### src/rtl/mem_bus_arbiter_pkg.sv
// Shared types and constants for the two-master SRAM arbiter and its watchdog.
package mem_bus_arbiter_pkg;

  typedef enum logic [1:0] {
    ARB_IDLE      = 2'd0,
    ARB_INST_BUSY = 2'd1,
    ARB_DATA_BUSY = 2'd2
  } arb_state_e;

  localparam logic [3:0] ARB_SEL_ALL = 4'b1111;

  // A zero timeout still needs a 1-bit counter so the port list stays legal.
  function automatic int wd_cnt_width(input int timeout_cycles);
    return (timeout_cycles > 0) ? $clog2(timeout_cycles + 1) : 1;
  endfunction

endpackage

### src/rtl/mem_bus_arbiter_watchdog.sv
// Busy-cycle counter that flags a transaction ram_adapter never completes.
module mem_bus_arbiter_watchdog
  import mem_bus_arbiter_pkg::*;
#(
  parameter int TIMEOUT_CYCLES = 255
) (
  input  logic clk,
  input  logic rst,
  input  logic clear_i,
  input  logic enable_i,
  output logic expire_o
);

  localparam int CNT_W = wd_cnt_width(TIMEOUT_CYCLES);
  localparam int LIMIT = (TIMEOUT_CYCLES > 0) ? TIMEOUT_CYCLES - 1 : 0;
  localparam logic [CNT_W-1:0] LIMIT_C = CNT_W'(LIMIT);

  logic [CNT_W-1:0] cnt_q;
  logic             at_limit;

  assign at_limit = (cnt_q == LIMIT_C);

  // Saturates at the limit; with TIMEOUT_CYCLES=0 it never leaves zero.
  always_ff @(posedge clk or negedge rst) begin
    if (!rst) begin
      cnt_q <= '0;
    end else if (clear_i) begin
      cnt_q <= '0;
    end else if (enable_i && !at_limit) begin
      cnt_q <= cnt_q + 1'b1;
    end
  end

  assign expire_o = (TIMEOUT_CYCLES > 0) && enable_i && at_limit;

endmodule

### src/rtl/mem_bus_arbiter.sv
// Fixed-priority arbiter letting fetch and load/store share one ram_adapter port.
// state          | meaning
// ARB_IDLE       | no owner; ram_* outputs all zero; grants data over inst
// ARB_INST_BUSY  | latched fetch on ram_*; waiting for ram_ready_i or timeout
// ARB_DATA_BUSY  | latched load/store on ram_*; waiting for ram_ready_i or timeout
module mem_bus_arbiter
  import mem_bus_arbiter_pkg::*;
#(
  parameter int ADDR_W         = 32,
  parameter int DATA_W         = 32,
  parameter int TIMEOUT_CYCLES = 255
) (
  input  logic              clk,
  input  logic              rst,
  input  logic              inst_ce_i,
  input  logic [ADDR_W-1:0] inst_addr_i,
  output logic [DATA_W-1:0] inst_data_o,
  output logic              inst_ready_o,
  input  logic              data_ce_i,
  input  logic              data_we_i,
  input  logic [3:0]        data_sel_i,
  input  logic [ADDR_W-1:0] data_addr_i,
  input  logic [DATA_W-1:0] data_wdata_i,
  output logic [DATA_W-1:0] data_rdata_o,
  output logic              data_ready_o,
  output logic              ram_ce_o,
  output logic              ram_we_o,
  output logic [3:0]        ram_sel_o,
  output logic [ADDR_W-1:0] ram_addr_o,
  output logic [DATA_W-1:0] ram_data_o,
  input  logic [DATA_W-1:0] ram_data_i,
  input  logic              ram_ready_i,
  output logic              bus_err_o
);

  arb_state_e        state_q;
  logic              ce_q;
  logic              we_q;
  logic [3:0]        sel_q;
  logic [ADDR_W-1:0] addr_q;
  logic [DATA_W-1:0] wdata_q;
  logic              bus_err_q;

  logic busy;
  logic grant;
  logic wd_expire;
  logic finish;
  logic inst_own;
  logic data_own;

  assign busy     = (state_q != ARB_IDLE);
  assign grant    = (state_q == ARB_IDLE) && (data_ce_i || inst_ce_i);
  assign finish   = busy && (ram_ready_i || wd_expire);
  assign inst_own = (state_q == ARB_INST_BUSY);
  assign data_own = (state_q == ARB_DATA_BUSY);

  mem_bus_arbiter_watchdog #(
    .TIMEOUT_CYCLES(TIMEOUT_CYCLES)
  ) u_watchdog (
    .clk     (clk),
    .rst     (rst),
    .clear_i (grant),
    .enable_i(busy && !ram_ready_i),
    .expire_o(wd_expire)
  );

  // Completion always returns to IDLE, giving the bubble that stops a master
  // still holding ce in its ready cycle from being granted twice.
  always_ff @(posedge clk or negedge rst) begin
    if (!rst) begin
      state_q   <= ARB_IDLE;
      ce_q      <= 1'b0;
      we_q      <= 1'b0;
      sel_q     <= '0;
      addr_q    <= '0;
      wdata_q   <= '0;
      bus_err_q <= 1'b0;
    end else begin
      case (state_q)
        ARB_IDLE: begin
          if (data_ce_i) begin
            state_q <= ARB_DATA_BUSY;
            ce_q    <= 1'b1;
            we_q    <= data_we_i;
            sel_q   <= data_sel_i;
            addr_q  <= data_addr_i;
            wdata_q <= data_wdata_i;
          end else if (inst_ce_i) begin
            state_q <= ARB_INST_BUSY;
            ce_q    <= 1'b1;
            we_q    <= 1'b0;
            sel_q   <= ARB_SEL_ALL;
            addr_q  <= inst_addr_i;
            wdata_q <= '0;
          end
        end
        default: begin
          if (finish) begin
            state_q <= ARB_IDLE;
            ce_q    <= 1'b0;
            we_q    <= 1'b0;
            sel_q   <= '0;
            addr_q  <= '0;
            wdata_q <= '0;
            if (wd_expire) begin
              bus_err_q <= 1'b1;
            end
          end
        end
      endcase
    end
  end

  assign ram_ce_o   = ce_q;
  assign ram_we_o   = we_q;
  assign ram_sel_o  = sel_q;
  assign ram_addr_o = addr_q;
  assign ram_data_o = wdata_q;
  assign bus_err_o  = bus_err_q;

  // An aborted transaction completes with zero data rather than bus garbage.
  assign inst_ready_o = inst_own && finish;
  assign data_ready_o = data_own && finish;
  assign inst_data_o  = (inst_own && ram_ready_i) ? ram_data_i : '0;
  assign data_rdata_o = (data_own && ram_ready_i) ? ram_data_i : '0;

endmodule

### config.mk
export PLATFORM = sky130hd
export DESIGN_NAME = mem_bus_arbiter
export DESIGN_NICKNAME = d
export VERILOG_FILES = /design/src/rtl/mem_bus_arbiter_pkg.sv /design/src/rtl/mem_bus_arbiter_watchdog.sv /design/src/rtl/mem_bus_arbiter.sv
export SDC_FILE = /design/constraint.sdc
export NUM_CORES = 1
export LEC_CHECK = 0
export ABC_AREA = 1
export ABC_CLOCK_PERIOD_IN_PS = 4450
export BUFFER_PORTS_ARGS = -buffer_cell sky130_fd_sc_hd__buf_2
export CAP_MARGIN = 20
export CORE_AREA = 2 2 106 108
export DETAILED_ROUTE_END_ITERATION = 8
export DIE_AREA = 0 0 108 110
export PLACE_DENSITY = 0.82
export REMOVE_ABC_BUFFERS = 1
export SLEW_MARGIN = 20
export SYNTH_ARGS = -nofsm -noshare
export SYNTH_HDL_FRONTEND = slang
export SYNTH_SLANG_ARGS = --single-unit
### constraint.sdc
create_clock -name clk -period 4.45 [get_ports clk]
set_input_delay 0.445 -clock clk [delete_from_list [all_inputs] [get_ports clk]]
set_output_delay 0.445 -clock clk [all_outputs]
set_load 0.05 [all_outputs]
==> impl_metrics.ini <==
[synth]
synth-adder-area-share = 0.00578
post_synth_mux_area_share = 0
yosysSeqAreaShare = 0.468
postSynthRegisterBits = 81
synth_xor_xnor_area_share = 0.00202
synth_top_family_by_area = simple AND/OR/NAND/NOR gates
synthCells = 612
simple_gate_area_share_of_the_yosys_netlist = 0.375
ys.warnings.count = 0
synth_largest_type_area_fraction = 0.468
synthesis.area_um2 = 4330
synth_area_leaders = sky130_fd_sc_hd__dfrtp_1, sky130_fd_sc_hd__nand2_1, sky130_fd_sc_hd__nand3_1, sky130_fd_sc_hd__nor2_1, sky130_fd_sc_hd__inv_1
synth_compound_gate_area_share = 0.0528
post_synth_num_cell_types = 25
synth_largest_area_cell = sky130_fd_sc_hd__dfrtp_1
syn_avg_cell_area_um2 = 7.08

[timing]
timing.final.max_slew_violations = 0
rsz_0062_raised_after_global_routing = no
max_slew_margin = 0.357
timing.final.setup_violations = 0
post-route-period-util = 0.716
final_hold_violation_count = 0
max_clock_freq_mhz = 314
timing.final.crit_period_ns = 3.19
hold_ws_ns = 0.120
setup-tns-final_ns = 0
fin_skew_ns = 0.00978
timing_worst_slew_pin_value_ns = 0.963

[worst_setup_path]
cp_data_required_time_ns = 4.01
timing.critical_path.from_type = register
regToRegSetupSlack_ns = 1.75
r2r-start = state_q[0]
worstSetupStartpoint = state_q[0]
critical_path_class = register to primary output
worst_r2r_endpoint = ram_addr_o[2]
slowest_stage = sky130_fd_sc_hd__nand2_2
critical_path_arrival_ns = 2.74
critPathCapture = inst_ready_o
crit_path_max_fanout = 39
ordered_list_of_cells_on_the_worst_path = inv_1 > nand2_2 > nand2_2 > nor3_2 > buf_2
worstSetupEndpointType = primary output
cpPeakStageDelay_ns = 0.69
r2r.worst_path.cells = 6
critical_path_s_most_frequent_cell = sky130_fd_sc_hd__nand2_2

[grt]
first_global_vias = 4370
grt_max_degree = 82
grt_pass1_wl_mm = 20.6
overall_track_demand_over_capacity_in_global_routing = 0.219
global_route_congestion_overflow_total = 0
initial_antenna_violation_count = 0

[detailed_routing]
route.detailed.vias_per_inst = 4.77
detailroute.via_count = 4799
wire_per_inst_um = 13.2
drt_first_pass_iters = 4
drcViolationCount = 0
drt_iter0_markers = 210
ant_nets = 0
wirelength_routed_mm = 13.3

[finish]
layoutNonFillerInstCount = 1006
insertedDiodeCount = 0
final_layout_size_suffix_gt1_frac = 0.352
fillerInstances = 1071
syn2layout_area_growth_pct = 35.5
layout.cell_area.non_filler_um2 = 5870
final_net_count = 1001

[clock_tree]
tritoncts_clock_tree = built
postCtsSetupBuffers = 0
cts.repair.resized = 0
clock_sink_count = 81
clock_path_buffers = 2
ctsRootBufferMaster = sky130_fd_sc_hd__clkbuf_8
cts-buffers-inserted = 9
cts_hold_repair.buffers = 0
worst_skew_pair.late_latency_ns = 0.35
clk_transition_reported_paths_ns = 0.09
cts_max_level = 3

[placed_design]
detailed_place.area_um2 = 5680
dpl.cell_count = 990
gp_routability_congestion = 0.808
hpwl_mm = 9.71
numPortBuffers = 274

[floorplan]
dieArea_um2 = 11900
dieWidth_um = 108
row_count = 38
initial_core_util = 0.405
die_height_um = 110
floorplan.core_area_um2 = 10700
ios = 275

[hold_path]
worstHoldPathType = input port to async pin

[outcome]
outcome = finished clean

[power_and_ir_drop]
power_leakage_uw = 0.00371
pwr_density_cell_nw_per_um2 = 787
peakVddDrop_uv = 438

[job]
cap_violations = 0
[stage by stage]
step | utilization | setup slack (ns) | power, uW
4_1_cts | 0.547 | 1.26 | 4650
6_report | 0.549 | 1.26 | 4620
3_3_place_gp | 0.531 | 1.71 | 4100
3_5_place_dp | 0.531 | 1.67 | 4140
2_1_floorplan | - | 1.63 | 3350
5_1_grt | 0.549 | 0.994 | 4910
[worst min-delay path by stage]
stage	endpoint	depth (start not counted)
final	ram_addr_o[2]	1
after global routing	ram_addr_o[1]	1
after CTS	ram_data_o[14]	3
after detailed placement	ram_ce_o	2
after global placement	ram_ce_o	2
after floorplan	bus_err_o	0
[worst max-delay path: cells and delay by family, from the launching register on]
family,cells,cell delay [ns]
flops,1,0.42
simple gates,3,1.54
buf+inv,2,0.43
[cell families after synthesis]
group | Yosys count
AO/OA/AOI/OAI | 43
AND/OR/NAND/NOR | 397
XOR/XNOR | 1
adder cells (fa/ha/maj) | 2
buffers and inverters | 88
flip-flops | 81
[cell usage in the layout (no fill, tap or decap), types with 2 or more instances in the layout]
| master | count |
|---|---|
| sky130_fd_sc_hd__a21oi_1 | 32 |
| sky130_fd_sc_hd__buf_2 | 273 |
| sky130_fd_sc_hd__buf_4 | 3 |
| sky130_fd_sc_hd__clkbuf_8 | 9 |
| sky130_fd_sc_hd__clkinvlp_4 | 3 |
| sky130_fd_sc_hd__dfrtp_1 | 81 |
| sky130_fd_sc_hd__ha_1 | 2 |
| sky130_fd_sc_hd__inv_1 | 48 |
| sky130_fd_sc_hd__inv_6 | 3 |
| sky130_fd_sc_hd__nand2_1 | 232 |
| sky130_fd_sc_hd__nand2_2 | 3 |
| sky130_fd_sc_hd__nand3_1 | 76 |
| sky130_fd_sc_hd__nand3_2 | 2 |
| sky130_fd_sc_hd__nand4_1 | 3 |
| sky130_fd_sc_hd__nor2_1 | 77 |
| sky130_fd_sc_hd__nor3_2 | 2 |
| sky130_fd_sc_hd__o21ai_0 | 6 |
[layer usage]
layer	wire length, um	global-route usage	part of all wire	vias to the layer above
li1	-	-	-	2389
met1	5270	0.268	0.40	2190
met2	6850	0.383	0.52	204
met3	956	0.0470	0.072	16
met4	211	0.0806	0.016	0
met5	0	0	0	-
[sequential cells by signal (all words and copies together), names as in the netlist]
register	count
ram_data_o	32
bus_err_o	1
ram_we_o	1
ram_sel_o	4
state_q	2
ram_ce_o	1
u_watchdog.cnt_q	8
ram_addr_o	32
[power by group]
part | switching, uW | internal [uW]
logic | 2300 | 585
clock network | 291 | 208
registers | 182 | 1050
[cell type report]
| cell class | count | area, um2 | share of cell area |
|---|---|---|---|
| clock buffers | 9 | 124 | 0.0211 |
| clock inverters | 7 | 53.8 | 0.00917 |
| inverters | 49 | 184 | 0.0313 |
| multi-input cells | 443 | 1910 | 0.325 |
| flip-flops and latches | 81 | 2030 | 0.345 |
| well taps | 140 | 175 | 0.0298 |
| repair buffers | 277 | 1400 | 0.239 |
[cells in the mapped netlist]
cell,n
sky130_fd_sc_hd__a21oi_2,1
sky130_fd_sc_hd__buf_6,8
sky130_fd_sc_hd__nor3_2,2
sky130_fd_sc_hd__o22ai_1,1
sky130_fd_sc_hd__inv_1,48
sky130_fd_sc_hd__nand2_1,232
sky130_fd_sc_hd__buf_1,2
sky130_fd_sc_hd__o21bai_1,1
sky130_fd_sc_hd__a22oi_1,1
sky130_fd_sc_hd__buf_4,4
sky130_fd_sc_hd__ha_1,2
sky130_fd_sc_hd__nand4_1,3
sky130_fd_sc_hd__nand3_1,78
sky130_fd_sc_hd__a21oi_1,32
sky130_fd_sc_hd__dfrtp_1,81
sky130_fd_sc_hd__nor2_2,1
sky130_fd_sc_hd__nand2_4,1
sky130_fd_sc_hd__nand2_2,3
sky130_fd_sc_hd__xor2_1,1
sky130_fd_sc_hd__nor2_1,77
sky130_fd_sc_hd__inv_2,1
sky130_fd_sc_hd__o21ai_0,6
sky130_fd_sc_hd__clkbuf_1,15
sky130_fd_sc_hd__buf_2,10
sky130_fd_sc_hd__o21ai_2,1
Power figures use the tool's default switching activity.
